[config.mk]
export PLATFORM = sky130hd
export DESIGN_NAME = register_write_scheduler
export DESIGN_NICKNAME = d
export VERILOG_FILES = /design/src/rtl/synth_pkg.sv /design/src/rtl/sync_fifo.sv /design/src/rtl/register_write_scheduler.sv
export SDC_FILE = /design/constraint.sdc
export NUM_CORES = 1
export LEC_CHECK = 0
export BUFFER_PORTS_ARGS = -buffer_cell sky130_fd_sc_hd__buf_2
export CELL_PAD_IN_SITES_DETAIL_PLACEMENT = 0
export CELL_PAD_IN_SITES_GLOBAL_PLACEMENT = 1
export CORE_ASPECT_RATIO = 1.5
export CORE_UTILIZATION = 30
export CTS_CLUSTER_SIZE = 10
export DETAILED_ROUTE_END_ITERATION = 8
export PLACE_DENSITY_LB_ADDON = 0.1
export SLEW_MARGIN = 15
export SYNTH_ARGS = -nofsm -noshare
export SYNTH_HDL_FRONTEND = slang
export SYNTH_SLANG_ARGS = --single-unit
export TNS_END_PERCENT = 20
[constraint.sdc]
create_clock -name i_Clock -period 5.72 [get_ports i_Clock]
set_clock_uncertainty 0.2 [all_clocks]
set_input_delay 0.858 -clock i_Clock [delete_from_list [all_inputs] [get_ports i_Clock]]
set_output_delay 0.858 -clock i_Clock [all_outputs]
set_load 0.01 [all_outputs]
[src/rtl/synth_pkg.sv]
// Shared synth register-write types.
// Register number/value widths, address-space bits, write bundle, scheduler states.
package synth_pkg;
  localparam int REG_NUMBER_WIDTH = 16;
  localparam int REG_VALUE_WIDTH = 16;
  localparam int REG_SPACE_VALID_BIT = 15;
  localparam int REG_SPACE_GLOBAL_BIT = 14;

  typedef struct packed {
    logic [REG_NUMBER_WIDTH-1:0] number;
    logic [REG_VALUE_WIDTH-1:0] value;
  } reg_write_t;

  typedef enum logic {
    IDLE,
    WINDOW
  } sched_state_e;
endpackage

[src/rtl/sync_fifo.sv]
// Single-clock FIFO, no pass-through; head valid the cycle after push.
// Ports: clock/reset, push+data, pop, head data, full, empty, level.
module sync_fifo #(
  parameter int WIDTH = 32,
  parameter int DEPTH = 8
) (
  input  logic                     i_Clock,
  input  logic                     i_Reset_n,
  input  logic                     i_Push,
  input  logic [WIDTH-1:0]         i_PushData,
  input  logic                     i_Pop,
  output logic [WIDTH-1:0]         o_HeadData,
  output logic                     o_Full,
  output logic                     o_Empty,
  output logic [$clog2(DEPTH):0]   o_Level
);
  localparam int AW = $clog2(DEPTH);
  localparam logic [AW:0] FULL_LEVEL = (AW+1)'(DEPTH);

  logic [WIDTH-1:0] mem [DEPTH];
  logic [AW-1:0] wrPtr;
  logic [AW-1:0] rdPtr;
  logic doPush;
  logic doPop;

  assign o_Full = (o_Level == FULL_LEVEL);
  assign o_Empty = (o_Level == '0);
  assign doPush = i_Push && !o_Full;
  assign doPop = i_Pop && !o_Empty;
  assign o_HeadData = mem[rdPtr];

  always_ff @(posedge i_Clock) begin
    if (doPush) mem[wrPtr] <= i_PushData;
  end

  always_ff @(posedge i_Clock or negedge i_Reset_n) begin
    if (!i_Reset_n) begin
      wrPtr <= '0;
      rdPtr <= '0;
      o_Level <= '0;
    end else begin
      if (doPush) wrPtr <= wrPtr + 1'b1;
      if (doPop) rdPtr <= rdPtr + 1'b1;
      if (doPush && !doPop) o_Level <= o_Level + 1'b1;
      else if (doPop && !doPush) o_Level <= o_Level - 1'b1;
    end
  end
endmodule

[src/rtl/register_write_scheduler.sv]
// Buffers host register writes; issues them only in a window after a
// sample boundary or when immediate mode is on. Invalid numbers are dropped.
module register_write_scheduler
  import synth_pkg::*;
#(
  parameter int FIFO_DEPTH = 8,
  parameter int WINDOW_CYCLES = 16
) (
  input  logic                        i_Clock,
  input  logic                        i_Reset_n,
  input  logic                        i_HostWriteValid,
  output logic                        o_HostWriteReady,
  input  logic [15:0]                 i_HostWriteNumber,
  input  logic [15:0]                 i_HostWriteValue,
  input  logic                        i_SampleReady,
  input  logic                        i_ImmediateMode,
  output logic                        o_RegisterWriteEnable,
  output logic [15:0]                 o_RegisterWriteNumber,
  output logic [15:0]                 o_RegisterWriteValue,
  output logic [$clog2(FIFO_DEPTH):0] o_FifoLevel,
  output logic [7:0]                  o_DropCount,
  output logic                        o_Busy
);
  localparam int CW = $clog2(WINDOW_CYCLES + 1);
  localparam logic [CW-1:0] WINDOW_LOAD = CW'(WINDOW_CYCLES);
  localparam logic [CW-1:0] WINDOW_LAST = CW'(1);

  sched_state_e state;
  logic [CW-1:0] windowCount;
  logic readyEnable;
  logic fifoFull;
  logic fifoEmpty;
  logic popPermit;
  logic doPop;
  logic headValid;
  reg_write_t pushEntry;
  reg_write_t headEntry;

  assign pushEntry = '{number: i_HostWriteNumber, value: i_HostWriteValue};
  // Ready held low until the first clock after reset release.
  assign o_HostWriteReady = readyEnable && !fifoFull;
  assign popPermit = (state == WINDOW) || i_ImmediateMode;
  assign doPop = popPermit && !fifoEmpty;
  assign headValid = headEntry.number[REG_SPACE_VALID_BIT];
  assign o_Busy = (o_FifoLevel != '0) || o_RegisterWriteEnable;

  sync_fifo #(
    .WIDTH($bits(reg_write_t)),
    .DEPTH(FIFO_DEPTH)
  ) u_fifo (
    .i_Clock   (i_Clock),
    .i_Reset_n (i_Reset_n),
    .i_Push    (i_HostWriteValid && o_HostWriteReady),
    .i_PushData(pushEntry),
    .i_Pop     (doPop),
    .o_HeadData(headEntry),
    .o_Full    (fifoFull),
    .o_Empty   (fifoEmpty),
    .o_Level   (o_FifoLevel)
  );

  always_ff @(posedge i_Clock or negedge i_Reset_n) begin
    if (!i_Reset_n) begin
      state <= IDLE;
      windowCount <= '0;
    end else begin
      unique case (state)
        IDLE: begin
          if (i_SampleReady) begin
            state <= WINDOW;
            windowCount <= WINDOW_LOAD;
          end
        end
        WINDOW: begin
          if (i_SampleReady) begin
            windowCount <= WINDOW_LOAD;
          end else if (windowCount == WINDOW_LAST) begin
            state <= IDLE;
            windowCount <= '0;
          end else begin
            windowCount <= windowCount - 1'b1;
          end
        end
        default: state <= IDLE;
      endcase
    end
  end

  always_ff @(posedge i_Clock or negedge i_Reset_n) begin
    if (!i_Reset_n) begin
      readyEnable <= 1'b0;
      o_RegisterWriteEnable <= 1'b0;
      o_RegisterWriteNumber <= '0;
      o_RegisterWriteValue <= '0;
      o_DropCount <= '0;
    end else begin
      readyEnable <= 1'b1;
      o_RegisterWriteEnable <= doPop && headValid;
      if (doPop && headValid) begin
        o_RegisterWriteNumber <= headEntry.number;
        o_RegisterWriteValue <= headEntry.value;
      end
      if (doPop && !headValid && o_DropCount != 8'hFF)
        o_DropCount <= o_DropCount + 1'b1;
    end
  end
endmodule

==> results.cfg, run 1 <==
[clocking]
cts_hold_buffers = 0
clock-sinks = 314
postCtsResizedCells = 0
cts_tree = done
cts_buffers = 38
cts_max_path_buffers = 3
cts_root_buffer = clkbuf_16
worst_setup_hold_path_clk_slew_ns = 0.05
htreeDepth = 2
clkLatencyLatePin_ns = 0.54
post_cts_setup_buffer_count = 0

[power_and_ir_drop]
cell_internal_pwr_uw = 5390
cellPowerDensity_nw_per_um2 = 527
p_clk_frac = 0.290
irDropWorstVdd_mv = 0.169
report.power.total_uw = 7620
p_sw_uw = 2230
power.share.switching = 0.292
part_of_the_total_power_dissipated_in_sequential_elements = 0.420
pwr-share-comb = 0.290
power.leakage_uw = 0.00499

[die]
design.portCount = 84
fp.coreArea_um2 = 40300
die_area_um2 = 41700
die_w_um = 167
floorplan.initialDensity = 0.304
placement_rows = 90
dieHeight_um = 250

[sta]
rsz0062_at_grt = no
setup_viol_count_final = 0
relSlewSlack = 0.288
final-max-slew-violation-count = 0
period_share = 0.613
slew_of_the_pin_with_the_lowest_slew_margin_ns = 1.07
totalNegativeSetupSlack_ns = 0
max_freq_ghz = 0.285
timing.final.hold_violations = 0
post-route-min-period_ns = 3.51

[global_route]
overflow = 0
antenna_violations_before_repair = 2
grt_pass1_vias = 6468
grt_max_degree = 66
first_pass_grt_wire_length_mm = 41.7
grt_util_all_layers = 0.136

[logic_synthesis]
synth_top_area_frac = 0.627
synth_nets = 611
yosysSeqAreaShare = 0.745
syn_area_per_cell_um2 = 21.7
synth_area_leader_cell = edfxtp_1
number_of_synthesized_flops_with_an_enable_pin = 256
syn_inst = 565
syn_area_um2 = 12300
synth_seq_cells = 314
synth.top_cells.by_area = edfxtp_1, dfrtp_1, mux4_2, mux2_2, mux2_4
synth.yosys.warnings = 0
most_frequently_used_flop_master_after_synthesis = edfxtp_1
synth_async_sr_flop_share = 0.185
synth.distinct_cells = 42

[critical_path]
worst_r2r_path_depth = 10
regToRegEndpoint = u_fifo.o_Level[3]$_DFFE_PN0P_
timing.critical_path.arrival_ns = 3.75
rr_startpoint = u_fifo.o_Level[0]$_DFFE_PN0P_
sort_of_element_at_the_end_of_the_critical_path = register
crit_required_ns = 5.96
r2r_slack_ns = 2.21
path_class = register to register
crit_fanout = 7
critical_path.startpoint_type = register

[place]
placedInstanceArea_um2 = 13300
place.port_buffers = 83
dp.cells = 1142
replace_congestion = 0.665
hpwlAfterDp_mm = 15.1

[cells_and_area]
num-fill-cells = 3754
final_cell_area_um2 = 14400
layout_commonest_cell = edfxtp_1
final_layout_size_suffix_gt1_frac = 0.405
antennaDiodeCount = 0
layout.cells.most_common_list = edfxtp_1, buf_2, mux4_2
design.final.nets = 722
syn2layout_area_growth_pct = 17.8
layout.cells.non_filler = 1208

[drt]
drt_iter0_markers = 332
detailedRoute.firstPassIterationCount = 4
detailroute.via_count = 5722
avgViaCountPerCell = 4.74
avgRoutedWirePerCell_um = 22.5
drtAntennaViolNets = 0
drt-total-wl_mm = 27.2
post-route-drc-count = 0

[worst_hold_path]
timing.hold.worst.class = input port to asynchronous set/reset pin

[status]
status = completed

[job]
max_cap_violations = 0
[synth_stat cells (3+ instances only)]
library cell  number
a21oi_1            4
and3_1             4
buf_12             4
buf_2              4
buf_4              3
clkbuf_1          10
dfrtp_1           58
edfxtp_1         256
ha_1               8
inv_1              5
mux2_2            38
mux2_4            28
mux2i_1            5
mux4_2            63
nand2_1           10
nand2b_1           4
nand4_1            4
nor2_1            13
nor3_1             5
xnor2_1           11
[cells by family (layout without fill, tap and decap cells)]
logic type                 after synthesis  after routing  synth area share
DFF                                    314            314             0.745
buffers and inverters                   28            165            0.0152
AOI/OAI and AO/OA                       10             10           0.00520
other                                    1              1          0.000306
muxes                                  135            135             0.190
xor gates and xnor gates                13             13           0.00928
and+or+nand+nor                         55             55            0.0252
adders and majority gates                9              9           0.00979
[how the worst max path moves through the flow]
stage	start	to	slack (ns)	cells after the start
3_5_place_dp	u_fifo.o_Level[0]$_DFFE_PN0P_	u_fifo.o_Level[3]$_DFFE_PN0P_	2.09	10
3_3_place_gp	u_fifo.o_Level[0]$_DFFE_PN0P_	u_fifo.o_Level[3]$_DFFE_PN0P_	2.21	10
6_report	u_fifo.o_Level[0]$_DFFE_PN0P_	u_fifo.o_Level[3]$_DFFE_PN0P_	2.21	10
5_1_grt	u_fifo.o_Level[0]$_DFFE_PN0P_	u_fifo.o_Level[3]$_DFFE_PN0P_	1.83	10
2_1_floorplan	i_HostWriteValid	u_fifo.mem[0][0]$_DFFE_PP_	1.52	4
4_1_cts	u_fifo.o_Level[0]$_DFFE_PN0P_	u_fifo.o_Level[3]$_DFFE_PN0P_	2.09	10
[cell type report]
type                    instances  area, um2  share of cell area
inverters                       5       18.8             0.00130
clock buffers                  63       1100              0.0759
multi-input cells             223       2990               0.207
clock inverters                 3       41.3             0.00286
well taps                     506        633              0.0438
flip-flops and latches        314       9150               0.633
repair buffers                 94        513              0.0355
[worst max-delay path, stage by stage (launching register included)]
cell,delay (ns)
dfrtp_1,0.45
nor4_1,0.76
nor2_1,0.31
inv_1,0.35
ha_1,0.24
inv_1,0.10
ha_1,0.30
a21o_1,0.18
a21oi_1,0.16
mux2i_1,0.23
xnor2_1,0.14
[per-layer routing]
layer | track usage | vias to the layer above | routed length [um]
met2 | 0.242 | 120 | 14300
li1 | - | 2508 | -
met4 | 0.0466 | 2 | 741
met1 | 0.165 | 3040 | 11200
met3 | 0.0233 | 52 | 963
met5 | 0 | - | 11
[power by group through the flow]
stage               clock (uW)  sequential [uW]  combinational, uW
floorplan                    0             3100               1780
global placement             0             3250               2240
detailed placement           0             3260               2260
CTS                       2290             3220               2280
global route              2370             3260               2420
finish                    2210             3200               2210
[metrics by stage]
| stage | util | worst slack (ns) | hold slack [ns] |
|---|---|---|---|
| 3_3_place_gp | 0.330 | 2.21 | 0.250 |
| 6_report | 0.358 | 2.21 | 0.257 |
| 5_1_grt | 0.358 | 1.83 | 0.282 |
| 2_1_floorplan | - | 1.52 | 0.280 |
| 3_5_place_dp | 0.330 | 2.09 | 0.253 |
| 4_1_cts | 0.358 | 2.09 | 0.267 |
[sequential cells by signal, summed over array words and instances (netlist names)]
register	cells
u_fifo.wrPtr	3
u_fifo.o_Level	4
o_RegisterWriteValue	16
o_RegisterWriteNumber	16
o_RegisterWriteEnable	1
u_fifo.mem	256
u_fifo.rdPtr	3
state	1
readyEnable	1
windowCount	5
o_DropCount	8
No activity file was read; power rests on OpenSTA's default activity.
==> run 2, diff against run 1 <==
- clock period: 5.72 -> 3.5 ns (I/O delays scaled with it)
==> results.cfg, run 2 (same netlist as run 1, synthesis figures left out) <==
[status]
status = completed

[drt]
drt_iter0_markers = 285
detailroute.via_count = 5719
avgViaCountPerCell = 4.71
avgRoutedWirePerCell_um = 21.8
post-route-drc-count = 0
detailedRoute.firstPassIterationCount = 4
drtAntennaViolNets = 0
drt-total-wl_mm = 26.5

[clocking]
cts_max_path_buffers = 3
post_cts_setup_buffer_count = 0
cts_tree = done
cts_hold_buffers = 1
htreeDepth = 2
postCtsResizedCells = 0
clock-sinks = 314
clkLatencyLatePin_ns = 0.53
worst_setup_hold_path_clk_slew_ns = 0.05
cts_root_buffer = clkbuf_16
cts_buffers = 37

[critical_path]
regToRegEndpoint = u_fifo.o_Level[3]$_DFFE_PN0P_
cp_common_cell = ha_1
sort_of_element_at_the_end_of_the_critical_path = register
cpLargestDelayFamily = simple AND/OR/NAND/NOR gates
critPathMaxStageDelay_ns = 0.70
critPathBufInv = 1
crit_fanout = 6
crit_required_ns = 3.74
worst_r2r_path_depth = 9
rr_startpoint = u_fifo.o_Level[0]$_DFFE_PN0P_
critical_path.startpoint_type = register
timing.critical_path.slowest_stage_cell = or4b_2
timing.critical_path.arrival_ns = 3.32
path_class = register to register
r2r_slack_ns = 0.42
timing.critical_path.cells = or4b_2 -> and3_1 -> ha_1 -> inv_1 -> ha_1 -> a21o_1 -> a21oi_1 -> mux2i_1 -> xnor2_1

[power_and_ir_drop]
p_clk_frac = 0.281
p_sw_uw = 3610
cell_internal_pwr_uw = 8740
irDropWorstVdd_mv = 0.456
power.leakage_uw = 0.00500
cellPowerDensity_nw_per_um2 = 854
power.share.switching = 0.292
pwr-share-comb = 0.308
part_of_the_total_power_dissipated_in_sequential_elements = 0.411

[die]
die_area_um2 = 41700
die_w_um = 167
fp.coreArea_um2 = 40300
design.portCount = 84
placement_rows = 90
dieHeight_um = 250
floorplan.initialDensity = 0.304

[global_route]
antenna_violations_before_repair = 1
gr-max-usage-layer = met2
grt_util_all_layers = 0.132
grt_pass1_vias = 6441
met2_layer_usage_reported_by_global_route = 0.232
grt_max_degree = 59
overflow = 0
use_met1 = 0.162
first_pass_grt_wire_length_mm = 40.8
use_met3 = 0.0265

[sta]
final-max-slew-violation-count = 0
post-route-min-period_ns = 3.08
totalNegativeSetupSlack_ns = 0
relSlewSlack = 0.407
rsz0062_at_grt = no
setup_viol_count_final = 0
slew_of_the_pin_with_the_lowest_slew_margin_ns = 0.890
timing.final.hold_violations = 0
max_freq_ghz = 0.325
period_share = 0.879

[cells_and_area]
design.final.nets = 727
final_layout_size_suffix_gt1_frac = 0.402
antennaDiodeCount = 0
layout.cells.most_common_list = edfxtp_1, buf_2, mux4_2
max_ffs_per_register = 256
syn2layout_area_growth_pct = 17.9
layout.cells.non_filler = 1215
largestRegisters = u_fifo.mem (256), o_RegisterWriteNumber (16), o_RegisterWriteValue (16)
layout_commonest_cell = edfxtp_1
largest-register = u_fifo.mem

[place]
dp.cells = 1147
replace_congestion = 0.708
place.port_buffers = 83
hpwlAfterDp_mm = 14.8

[worst_hold_path]
timing.hold.worst.class = input port to register
hold_path.startpoint = i_SampleReady
holdPathStages = 2
worstHoldEndpoint = windowCount[2]$_DFFE_PN0P_

[job]
max_cap_violations = 0
==> run 2: cell count changes in the layout (fill, tap and decap cells not counted), sizes merged <==
cell and change:
buf +5, dlygate4sd3 +1, inv +1
==> run 2: per-stage QoR <==
stage               setup slack (ns)  hold WS [ns]  cell area, um2  power (uW)   util
floorplan                     -0.495        0.0294           12300        7990      -
global placement               0.400         0.248           13400        9030  0.331
detailed placement             0.357         0.256           13400        9090  0.331
CTS                            0.255       0.00977           14500       12600  0.358
global route                   0.197        0.0281           14500       13100  0.359
finish                         0.425        0.0352           14500       12300  0.359
==> run 2: per-layer routing <==
metal | part of all wire | wire [um]
met2 | 0.52 | 13800
met1 | 0.43 | 11200
met4 | 0.019 | 495
met3 | 0.035 | 937
met5 | 0.00064 | 17
==> run 2: worst max-delay path by stage <==
stage / startpoint / to / slack (ns) / depth (start not counted)
3_3_place_gp: u_fifo.o_Level[3]$_DFFE_PN0P_ / u_fifo.mem[1][19]$_DFFE_PP_ / 0.40 / 5
6_report: u_fifo.o_Level[0]$_DFFE_PN0P_ / u_fifo.o_Level[3]$_DFFE_PN0P_ / 0.42 / 9
5_1_grt: u_fifo.o_Level[0]$_DFFE_PN0P_ / u_fifo.o_Level[3]$_DFFE_PN0P_ / 0.20 / 11
3_5_place_dp: u_fifo.o_Level[3]$_DFFE_PN0P_ / u_fifo.mem[1][19]$_DFFE_PP_ / 0.36 / 5
2_1_floorplan: u_fifo.o_Level[0]$_DFFE_PN0P_ / u_fifo.mem[1][0]$_DFFE_PP_ / -0.50 / 5
4_1_cts: u_fifo.o_Level[3]$_DFFE_PN0P_ / u_fifo.mem[1][31]$_DFFE_PP_ / 0.25 / 5
==> run 2: power groups by stage <==
stage,logic (uW),registers (uW),clock network [uW]
after floorplan,2910,5070,0
after global placement,3900,5130,0
after detailed placement,3930,5160,0
after CTS,3960,5090,3600
after global routing,4170,5160,3740
final,3810,5070,3470
==> run 2: final cells by class <==
type / instances / area (um2)
Fill cell: 3805 / 25900
Sequential cell: 314 / 9150
Multi-Input combinational cell: 223 / 3010
Clock buffer: 63 / 1030
Tap cell: 506 / 633
Timing Repair Buffer: 100 / 573
Clock inverter: 4 / 45.0
Inverter: 5 / 18.8
==> run 3, diff against run 2 <==
- ABC_AREA: not set -> 1
==> results.cfg, run 3 <==
[die]
dieHeight_um = 265
design.portCount = 84
die_area_um2 = 47000
placement_rows = 96
fp.coreArea_um2 = 45600
floorplan.initialDensity = 0.303
die_w_um = 177

[job]
max_cap_violations = 0

[drt]
post-route-drc-count = 0
avgViaCountPerCell = 4.36
detailroute.via_count = 9279
drtAntennaViolNets = 0
detailedRoute.firstPassIterationCount = 5
drt_iter0_markers = 407
drt-total-wl_mm = 36.4
avgRoutedWirePerCell_um = 17.1

[critical_path]
path_class = register to register
crit_required_ns = 3.77
timing.critical_path.cells = nor2_1 -> nand3_1 -> nand3_2 -> inv_1 -> ha_1 -> inv_1 -> ha_1 -> a21oi_1 -> and2_1 -> xor2_1 -> nand2_1 -> nand2_1
sort_of_element_at_the_end_of_the_critical_path = register
worst_r2r_path_depth = 12
cpLargestDelayFamily = simple AND/OR/NAND/NOR gates
regToRegEndpoint = u_fifo.o_Level[3]$_DFFE_PN0P_
critical_path.startpoint_type = register
critPathBufInv = 2
rr_startpoint = u_fifo.o_Level[0]$_DFFE_PN0P_
r2r_slack_ns = 0.97
crit_fanout = 10
critPathMaxStageDelay_ns = 0.44
timing.critical_path.slowest_stage_cell = dfrtp_1
timing.critical_path.arrival_ns = 2.80

[sta]
layout_setup_ws_ns = 0.969
post-route-min-period_ns = 2.53
period_share = 0.723
max_freq_ghz = 0.395
relSlewSlack = 0.453
setup_viol_count_final = 0
totalNegativeSetupSlack_ns = 0
final-max-slew-violation-count = 0
slew_of_the_pin_with_the_lowest_slew_margin_ns = 0.821
timing.final.hold_violations = 0
rsz0062_at_grt = no

[clocking]
post_cts_setup_buffer_count = 0
worst_setup_hold_path_clk_slew_ns = 0.06
cts_root_buffer = clkbuf_16
cts_buffers = 38
cts_tree = done
clkLatencyLatePin_ns = 0.54
clock-sinks = 314
htreeDepth = 2
cts_max_path_buffers = 3

[logic_synthesis]
synthTopCellsByCount = nand2_1, inv_1, edfxtp_1
synth.top_cells.by_area = edfxtp_1, nand2_1, dfrtp_1, inv_1, nand3_1
synth_area_leader_cell = edfxtp_1
syn_inst = 1417
most_frequently_used_flop_master_after_synthesis = edfxtp_1
syn_area_per_cell_um2 = 9.77
number_of_synthesized_flops_with_an_enable_pin = 256
synth.distinct_cells = 30
synth_nets = 1463
synthMostInstantiatedCell = nand2_1
synth_top_area_frac = 0.556
syn_area_um2 = 13800
synth_async_sr_flop_share = 0.185
synth.yosys.warnings = 0
yosysSeqAreaShare = 0.660
synth_seq_cells = 314

[place]
dp.cells = 2055
replace_congestion = 0.747
hpwlAfterDp_mm = 19.1
place.port_buffers = 83
place_worst_setup_slack_ns = 0.973

[worst_hold_path]
worstHoldEndpoint = u_fifo.mem[0][17]$_DFFE_PP_
holdPathStages = 1
timing.hold.worst.class = input port to register
hold_path.startpoint = i_HostWriteNumber[1]

[power_and_ir_drop]
power.leakage_uw = 0.00749
irDropWorstVdd_mv = 0.408
cellPowerDensity_nw_per_um2 = 821

[global_route]
grt_pass1_vias = 9128
first_pass_grt_wire_length_mm = 55.8
grt_max_degree = 64
grt_util_all_layers = 0.160
overflow = 0
antenna_violations_before_repair = 2

[cells_and_area]
syn2layout_area_growth_pct = 16.1
largest-register = u_fifo.mem
largestRegisters = u_fifo.mem (256), o_RegisterWriteNumber (16), o_RegisterWriteValue (16)
layout_commonest_cell = nand2_1
layout.cells.non_filler = 2128
design.final.nets = 1555
final_layout_size_suffix_gt1_frac = 0.113
layout.cells.most_common_list = nand2_1, inv_1, edfxtp_1
max_ffs_per_register = 256

[status]
status = completed
[run 3: cell type report]
class                      instances  area (um2)
inverter                         279        1050
clock buffer                      65        1050
multi-input combinational        766        3380
clock inverter                     5        46.3
tap                              588         736
sequential                       314        9140
timing repair buffer             110         651
antenna                            1        2.50
fill                            4663       29600
[run 3: how the worst max path moves through the flow]
stage                                          to  depth (start not counted)                           from
finish              u_fifo.o_Level[3]$_DFFE_PN0P_                         12  u_fifo.o_Level[0]$_DFFE_PN0P_
CTS                 u_fifo.o_Level[3]$_DFFE_PN0P_                         12  u_fifo.o_Level[0]$_DFFE_PN0P_
global route        u_fifo.o_Level[3]$_DFFE_PN0P_                         12  u_fifo.o_Level[0]$_DFFE_PN0P_
floorplan              u_fifo.mem[0][0]$_DFFE_PP_                          4  u_fifo.o_Level[0]$_DFFE_PN0P_
global placement    u_fifo.o_Level[3]$_DFFE_PN0P_                         12  u_fifo.o_Level[0]$_DFFE_PN0P_
detailed placement  u_fifo.o_Level[3]$_DFFE_PN0P_                         12  u_fifo.o_Level[0]$_DFFE_PN0P_
[run 3: where the power goes]
group          internal [uW]  switching [uW]  leakage, uW
Sequential              4590             350      0.00303
Clock                   2050            1520     0.000522
Combinational           1430            3250      0.00394
Total                   8060            5120      0.00749
[run 3: timing repair]
action	in CTS	in global routing
hold endpoints to repair	23	0
hold buffers	2	0
resized for setup	0	0
[run 3: metal layers]
metal  part of all wire  GRT usage  up-vias  routed length, um
li1                   -          -     4615                  -
met1               0.42      0.188     4465              15200
met2               0.52      0.294      144              19100
met3              0.035     0.0236       53               1260
met4              0.024     0.0490        2                868
met5            0.00033          0        -                 12
[run 3: logic make-up after synthesis]
logic type | count (synthesis) | synth area share
buf+inv | 337 | 0.0978
simple gates | 729 | 0.218
other cells | 1 | 0.000271
compound gates | 12 | 0.00479
flops | 314 | 0.660
xor+xnor | 15 | 0.00949
fa+ha+maj | 9 | 0.00868
[run 3: stage by stage]
step	hold WS, ns	instance area [um2]	power (uW)	utilization
5_1_grt	0.0641	16100	14200	0.352
3_3_place_gp	0.246	14900	9850	0.327
2_1_floorplan	0.0294	13800	8130	-
6_report	0.0531	16100	13200	0.352
3_5_place_dp	0.247	14900	9860	0.327
4_1_cts	0.0294	16100	13500	0.352
